$ cat src/rtl/wind_pkg.sv
// Shared constants, FSM state type and the sine-table generator for wind_synth.
package wind_pkg;

    localparam int ROM_DEPTH  = 256;
    localparam int IDX_W      = 8;
    localparam int LAT        = 7;
    localparam int MIN_CLKDIV = 8;

    typedef enum logic [1:0] {
        IDLE = 2'd0,
        RUN  = 2'd1,
        FIN  = 2'd2
    } state_t;

    // round(2047*sin(2*pi*(k+0.5)/1024)) in Q30 fixed point; Taylor series
    // converges well since the angle never exceeds pi/2.
    localparam longint PI_Q30 = 64'd3373259426;

    function automatic int sine_entry(input int k);
        longint x, x2, term, sum;
        x    = (PI_Q30 * longint'(2 * k + 1)) / 1024;
        x2   = (x * x) >>> 30;
        term = x;
        sum  = x;
        for (int n = 1; n < 12; n++) begin
            term = -((term * x2) >>> 30) / longint'((2 * n) * (2 * n + 1));
            sum  = sum + term;
        end
        return int'((sum * 2047 + (longint'(1) <<< 29)) >>> 30);
    endfunction

endpackage

$ cat src/rtl/wind_synth_sine_qrom.sv
// Quarter-wave sine ROM with quadrant folding and a single registered read.
module sine_qrom
    import wind_pkg::*;
(
    input  logic        clock,
    input  logic [9:0]  ph,     // [9:8] quadrant, [7:0] quarter-wave index
    output logic [11:0] dout
);

    logic [11:0]      rom [ROM_DEPTH];
    logic [IDX_W-1:0] idx;

    for (genvar k = 0; k < ROM_DEPTH; k++) begin : g_rom
        localparam logic [11:0] ENTRY = 12'(sine_entry(k));
        assign rom[k] = ENTRY;
    end

    // Odd quadrants run the table backwards, the lower half-turn is negated.
    assign idx = ph[8] ? ~ph[7:0] : ph[7:0];

    always_ff @(posedge clock) begin
        dout <= ph[9] ? (12'd0 - rom[idx]) : rom[idx];
    end

endmodule

$ cat src/rtl/wind_synth.sv
// Four-channel transducer burst generator: carrier phase plus speed-dependent
// per-channel offsets, shared sine ROM, amplitude scaling, strobed outputs.
module wind_synth
    import wind_pkg::*;
#(
    parameter int CLKDIV = 10,
    parameter int KSPD   = 1024
) (
    input  logic        clock,
    input  logic        reset,
    input  logic        start,
    input  logic [15:0] nsamp,
    input  logic [15:0] phinc,
    input  logic [15:0] speedX,
    input  logic [15:0] speedY,
    input  logic [8:0]  amp,
    output logic [11:0] rx1,
    output logic [11:0] rx2,
    output logic [11:0] rx3,
    output logic [11:0] rx4,
    output logic        endata,
    output logic        busy,
    output logic        done
);

    localparam int DW = $clog2(CLKDIV);
    localparam logic signed [31:0] KS = 32'(KSPD);

    state_t            state, nstate;
    logic [DW-1:0]     div;
    logic [15:0]       cnt, acc;
    logic [15:0]       nsamp_q, phinc_q, offx, offy;
    logic [8:0]        amp_q;
    logic [3:0][15:0]  ph;
    logic [3:0][11:0]  stage;
    logic [1:0]        sel;
    logic [9:0]        rom_ph;
    logic [11:0]       rom_d;
    logic signed [31:0] prodx, prody;
    logic              accept, last_div, last_samp, run_upd;

    function automatic logic [11:0] scale(input logic [11:0] s, input logic [8:0] a);
        logic signed [21:0] p;
        p = 22'($signed(s)) * 22'($signed({1'b0, a}));
        return 12'(p >>> 8);
    endfunction

    assign prodx = $signed({{16{speedX[15]}}, speedX}) * KS;
    assign prody = $signed({{16{speedY[15]}}, speedY}) * KS;

    assign accept    = (state == IDLE) && start;
    assign last_div  = (div == DW'(CLKDIV - 1));
    assign last_samp = (cnt == nsamp_q - 16'd1);
    assign run_upd   = (state == RUN) && (div == DW'(LAT - 1));

    // Channel order rx1..rx4: Y downwind, X upwind, Y upwind, X downwind.
    assign ph[0] = acc + offy;
    assign ph[1] = acc;
    assign ph[2] = acc;
    assign ph[3] = acc + offx;

    // ROM is addressed for one channel per cycle at offsets 1..4.
    assign sel    = 2'(div - DW'(1));
    assign rom_ph = 10'(ph[sel] >> 6);

    sine_qrom u_rom (
        .clock (clock),
        .ph    (rom_ph),
        .dout  (rom_d)
    );

    always_comb begin
        nstate = state;
        case (state)
            IDLE: if (start) nstate = (nsamp == 16'd0) ? FIN : RUN;
            RUN:  if (last_div && last_samp) nstate = FIN;
            FIN:  nstate = IDLE;
            default: nstate = IDLE;
        endcase
    end

    always_ff @(posedge clock) begin
        if (reset) state <= IDLE;
        else       state <= nstate;
    end

    assign busy = (state == RUN);
    assign done = (state == FIN);

    always_ff @(posedge clock) begin
        if (accept) begin
            nsamp_q <= nsamp;
            phinc_q <= phinc;
            amp_q   <= (amp > 9'd256) ? 9'd256 : amp;
            offx    <= 16'(prodx >>> 10);
            offy    <= 16'(prody >>> 10);
        end
        if (state == RUN && div >= DW'(2) && div <= DW'(LAT - 2))
            stage[2'(div - DW'(2))] <= rom_d;
    end

    always_ff @(posedge clock) begin
        if (reset) begin
            acc    <= '0;
            cnt    <= '0;
            div    <= '0;
            rx1    <= '0;
            rx2    <= '0;
            rx3    <= '0;
            rx4    <= '0;
            endata <= 1'b0;
        end else begin
            endata <= run_upd;
            if (accept) begin
                acc <= '0;
                cnt <= '0;
                div <= '0;
            end else if (state == RUN) begin
                div <= last_div ? '0 : div + DW'(1);
                if (last_div) begin
                    acc <= acc + phinc_q;
                    cnt <= cnt + 16'd1;
                end
            end
            if (run_upd) begin
                rx1 <= scale(stage[0], amp_q);
                rx2 <= scale(stage[1], amp_q);
                rx3 <= scale(stage[2], amp_q);
                rx4 <= scale(stage[3], amp_q);
            end
        end
    end

endmodule

$ cat config.mk
export PLATFORM = sky130hd
export DESIGN_NAME = wind_synth
export DESIGN_NICKNAME = d
export VERILOG_FILES = /design/src/rtl/wind_pkg.sv /design/src/rtl/wind_synth_sine_qrom.sv /design/src/rtl/wind_synth.sv
export SDC_FILE = /design/constraint.sdc
export NUM_CORES = 2
export LEC_CHECK = 0
export CELL_PAD_IN_SITES_DETAIL_PLACEMENT = 0
export CELL_PAD_IN_SITES_GLOBAL_PLACEMENT = 1
export CORE_MARGIN = 2
export CORE_UTILIZATION = 40
export DETAILED_ROUTE_END_ITERATION = 12
export DONT_BUFFER_PORTS = 1
export GPL_TIMING_DRIVEN = 0
export MAX_ROUTING_LAYER = met4
export PLACE_DENSITY_LB_ADDON = 0.1
export SYNTH_ARGS = -nofsm -noshare
export SYNTH_HDL_FRONTEND = slang
export SYNTH_HIERARCHICAL = 1
export SYNTH_SLANG_ARGS = --single-unit
$ cat constraint.sdc
create_clock -name clock -period 9.3 [get_ports clock]
set_input_delay 0.465 -clock clock [delete_from_list [all_inputs] [get_ports clock]]
set_output_delay 0.465 -clock clock [all_outputs]
set_load 0.02 [all_outputs]
==> flow_metrics.env <==
export IMPL_outcome="finished clean"
export IMPL_die_h_um=276.6
export IMPL_num_rows=99
export IMPL_ir_drop_uv=161.0
export IMPL_drtIter0Drc=2327
export IMPL_finalNonFillerCells=4502
export IMPL_gr_total_overflow=0
export IMPL_grt_pass1_wl_mm=190.2
export IMPL_cts_sinks=220
export IMPL_wl_mm=131.0
export IMPL_postCtsSetupRepairBufs=0
export IMPL_drc_errors=0
export IMPL_yosysTopAreaCellShare=0.2323
export IMPL_synth_edff_count=121
export IMPL_path_cells="clkbuf_1 -> inv_1 -> ha_1 -> nor2_1 -> inv_1 -> o21ai_0 -> buf_2 -> clkdlybuf4s15_1 -> clkbuf_1 -> xor2_1 -> ha_1 -> clkbuf_1 -> clkbuf_2 -> clkbuf_1 -> o32a_1 -> o21ai_0 -> a32oi_1 -> nor3b_2 -> ha_1 -> and2_1 -> a41oi_1 -> xor2_1"
export IMPL_die_area_sq_um=76520
export IMPL_worstMarginPinSlew_ps=1467
export IMPL_worstSkewPairLatency_ps=600
export IMPL_endpoint_kind="flop"
export IMPL_die_w_um=276.6
export IMPL_p_total_uw=7138
export IMPL_ys_seq_elements=220
export IMPL_yosys_cell_types_count=94
export IMPL_fmax_mhz=110.8
export IMPL_maxSlewHeadroom=0.01969
export IMPL_p_per_area_nw_per_um2=219.1
export IMPL_syn_area_per_cell_sq_um=8.703
export IMPL_cts_htree_levels=1
export IMPL_clockRootBuffer="clkbuf_16"
export IMPL_nets=4166
export IMPL_seq_area_frac_synth=0.1889
export IMPL_first_global_vias=27350
export IMPL_antenna_found_initial=1
export IMPL_skew_ps=44.73
export IMPL_period_needed_ps=9025
export IMPL_clk_path_buf_depth=3
export IMPL_yosys_warnings=6
export IMPL_final_common_cell="inv_1"
export IMPL_synth_area_sq_um=29730
export IMPL_vias_per_cell=5.894
export IMPL_async_flop_share=0
export IMPL_start_kind="flop"
export IMPL_first_pass_iters=8
export IMPL_yosys_top_cells_area="fa_1 (23%), edfxtp_1 (12%), ha_1 (9.6%), dfxtp_1 (6.7%), inv_1 (6.0%)"
export IMPL_worstPathRequired_ps=9760
export IMPL_slowest_delay_ps=920
export IMPL_critPathBufInv=9
export IMPL_dp_cells=4382
export IMPL_area_growth_pct=9.608
export IMPL_rsz0062_at_grt="no"
export IMPL_whs_endpoint="amp_q[1]"
export IMPL_crit_arrival_ps=9480
export IMPL_hold_viol_final=0
export IMPL_grt_use_total=0.3507
export IMPL_io_buffer_count=0
export IMPL_clk_pin_slew_ps=70
export IMPL_maxSlewViolCount=0
export IMPL_grt_max_degree=16
export IMPL_syn_inst=3416
export IMPL_start_util=0.4054
export IMPL_yosys_area_top_type="fa_1"
export IMPL_yosys_most_used_dff="edfxtp_1"
export IMPL_cp_max_fo=10
export IMPL_gp_congestion=1.068
export IMPL_setup_worst_path_class="reg -> reg"
export IMPL_vias=26540
export IMPL_cts_buffers=27
export IMPL_cp_common_cell="clkbuf_1"
export IMPL_cts_tree="done"
export IMPL_r2r_start="div[0]"
export IMPL_setup_viol=0
export IMPL_drv_cap=0
export IMPL_r2r_end="u_rom/dout[10]"
export IMPL_hold_path_startpoint="amp[8]"
export IMPL_rr_worst_depth=22
export IMPL_worstHoldPathCells=1
export IMPL_dp_hpwl_mm=102.5
export IMPL_cp_top_family="buffers and inverters"
export IMPL_pin_count=127
export IMPL_ant_nets=0
export IMPL_coreArea_sq_um=73330
export IMPL_hold_path_class="in -> reg"
export IMPL_fin_crit_sh=0.9704
export IMPL_syn_num_nets=4065
export IMPL_cp_slowest_cell="clkdlybuf4s15_1"
export IMPL_wl_per_cell_um=29.09
export IMPL_layout_drive_gt1_share=0.04467
export IMPL_r2r_setup_slack_ps=280
export IMPL_layout_common_cells="inv_1 (474), nand2_1 (371), fa_1 (345), and2_1 (240), ha_1 (228)"
export IMPL_p_leak_uw=0.01429
-- routing by layer --
layer / vias to the layer above / part of all wire / global-route usage
li1: 11600 / - / -
met1: 13300 / 0.39 / 0.4156
met2: 1231 / 0.47 / 0.5713
met3: 402 / 0.070 / 0.05442
met4: 0 / 0.068 / 0.1961
met5: - / 0 / -
-- worst reg2reg max path, cell delays in order (launching register included) --
cell and delay, ps:
dfxtp_1 380, clkbuf_1 360, inv_1 150, ha_1 410, nor2_1 500, inv_1 260
o21ai_0 460, buf_2 370, clkdlybuf4s15_1 920, clkbuf_1 780, xor2_1 340, ha_1 560
clkbuf_1 670, clkbuf_2 490, clkbuf_1 560, o32a_1 240, o21ai_0 80, a32oi_1 170
nor3b_2 420, ha_1 250, and2_1 210, a41oi_1 160, xor2_1 180
-- cells by family (layout without fill, tap and decap cells) --
logic type | Yosys count | after routing | share of synthesized area
compound gates | 664 | 664 | 0.1488
xor+xnor | 165 | 165 | 0.04924
fa+ha+maj | 573 | 573 | 0.3283
buf+inv | 694 | 815 | 0.09200
flops | 220 | 220 | 0.1889
mux | 25 | 25 | 0.009216
other cells | 0 | 6 | 0
simple gates | 1075 | 1075 | 0.1836
-- Yosys cell counts, types with 23 or more instances --
master    instances
xnor2_1         102
nor2b_1          56
a21o_1           24
clkbuf_1        146
nand3_1          47
a31oi_1          23
nand2b_1         43
a21oi_1         183
o21ai_0         111
nor2_1          147
buf_2            47
o211ai_1         31
and2_1          240
xor2_1           62
nor3_1           44
fa_1            345
edfxtp_1        121
a211oi_1         40
inv_1           474
o22ai_1          31
ha_1            228
nand2_1         371
dfxtp_1          99
-- area by class of cell --
cell class,count,area (sq um)
buffer,217,959.7
tap,959,1200
fill,7169,40740
sequential,220,5615
inverter,477,1790
clock buffer,32,704.4
timing repair buffer,72,734.5
clock inverter,17,177.7
antenna,6,15.01
multi-input combinational,2502,21390
-- worst max-delay path by stage --
stage / depth (start not counted) / end / startpoint
floorplan: 6 / acc[14] / start
global placement: 6 / acc[14] / start
detailed placement: 22 / u_rom/dout[10] / div[0]
CTS: 22 / u_rom/dout[10] / div[0]
global route: 27 / u_rom/dout[10] / acc[4]
finish: 22 / u_rom/dout[10] / div[0]
-- registers in the layout (all words and copies together), names as in the netlist, 12 cells and up --
signal	cells
stage	48
acc	16
cnt	16
nsamp_q	16
offx	16
offy	16
phinc_q	16
rx1	12
rx2	12
rx3	12
rx4	12
u_rom/dout	12
-- timing repair --
item | in CTS | in global routing
hold endpoints to repair | 64 | 0
endpoints found under the setup margin | 0 | 9
hold buffers | 64 | 0
resized for setup | 0 | 11
-- per-stage QoR --
stage	util	setup WS, ps	hold WS, ps	area, sq um	TNS [ps]
6_report	0.4444	275.3	48.35	32590	0
5_1_grt	0.4442	28.11	27.99	32570	0
4_1_cts	0.4437	237.6	7.332	32540	0
3_5_place_dp	0.4230	228.4	486.5	31020	0
2_1_floorplan	-	2430	438.3	29730	0
3_3_place_gp	0.4218	-738.0	461.6	30930	-22610
-- report_power, final --
| group | switching [uW] | internal [uW] |
|---|---|---|
| logic | 3210 | 1670 |
| registers | 68.3 | 1110 |
| clock network | 455 | 623 |
(Power assumes the default switching activity.)
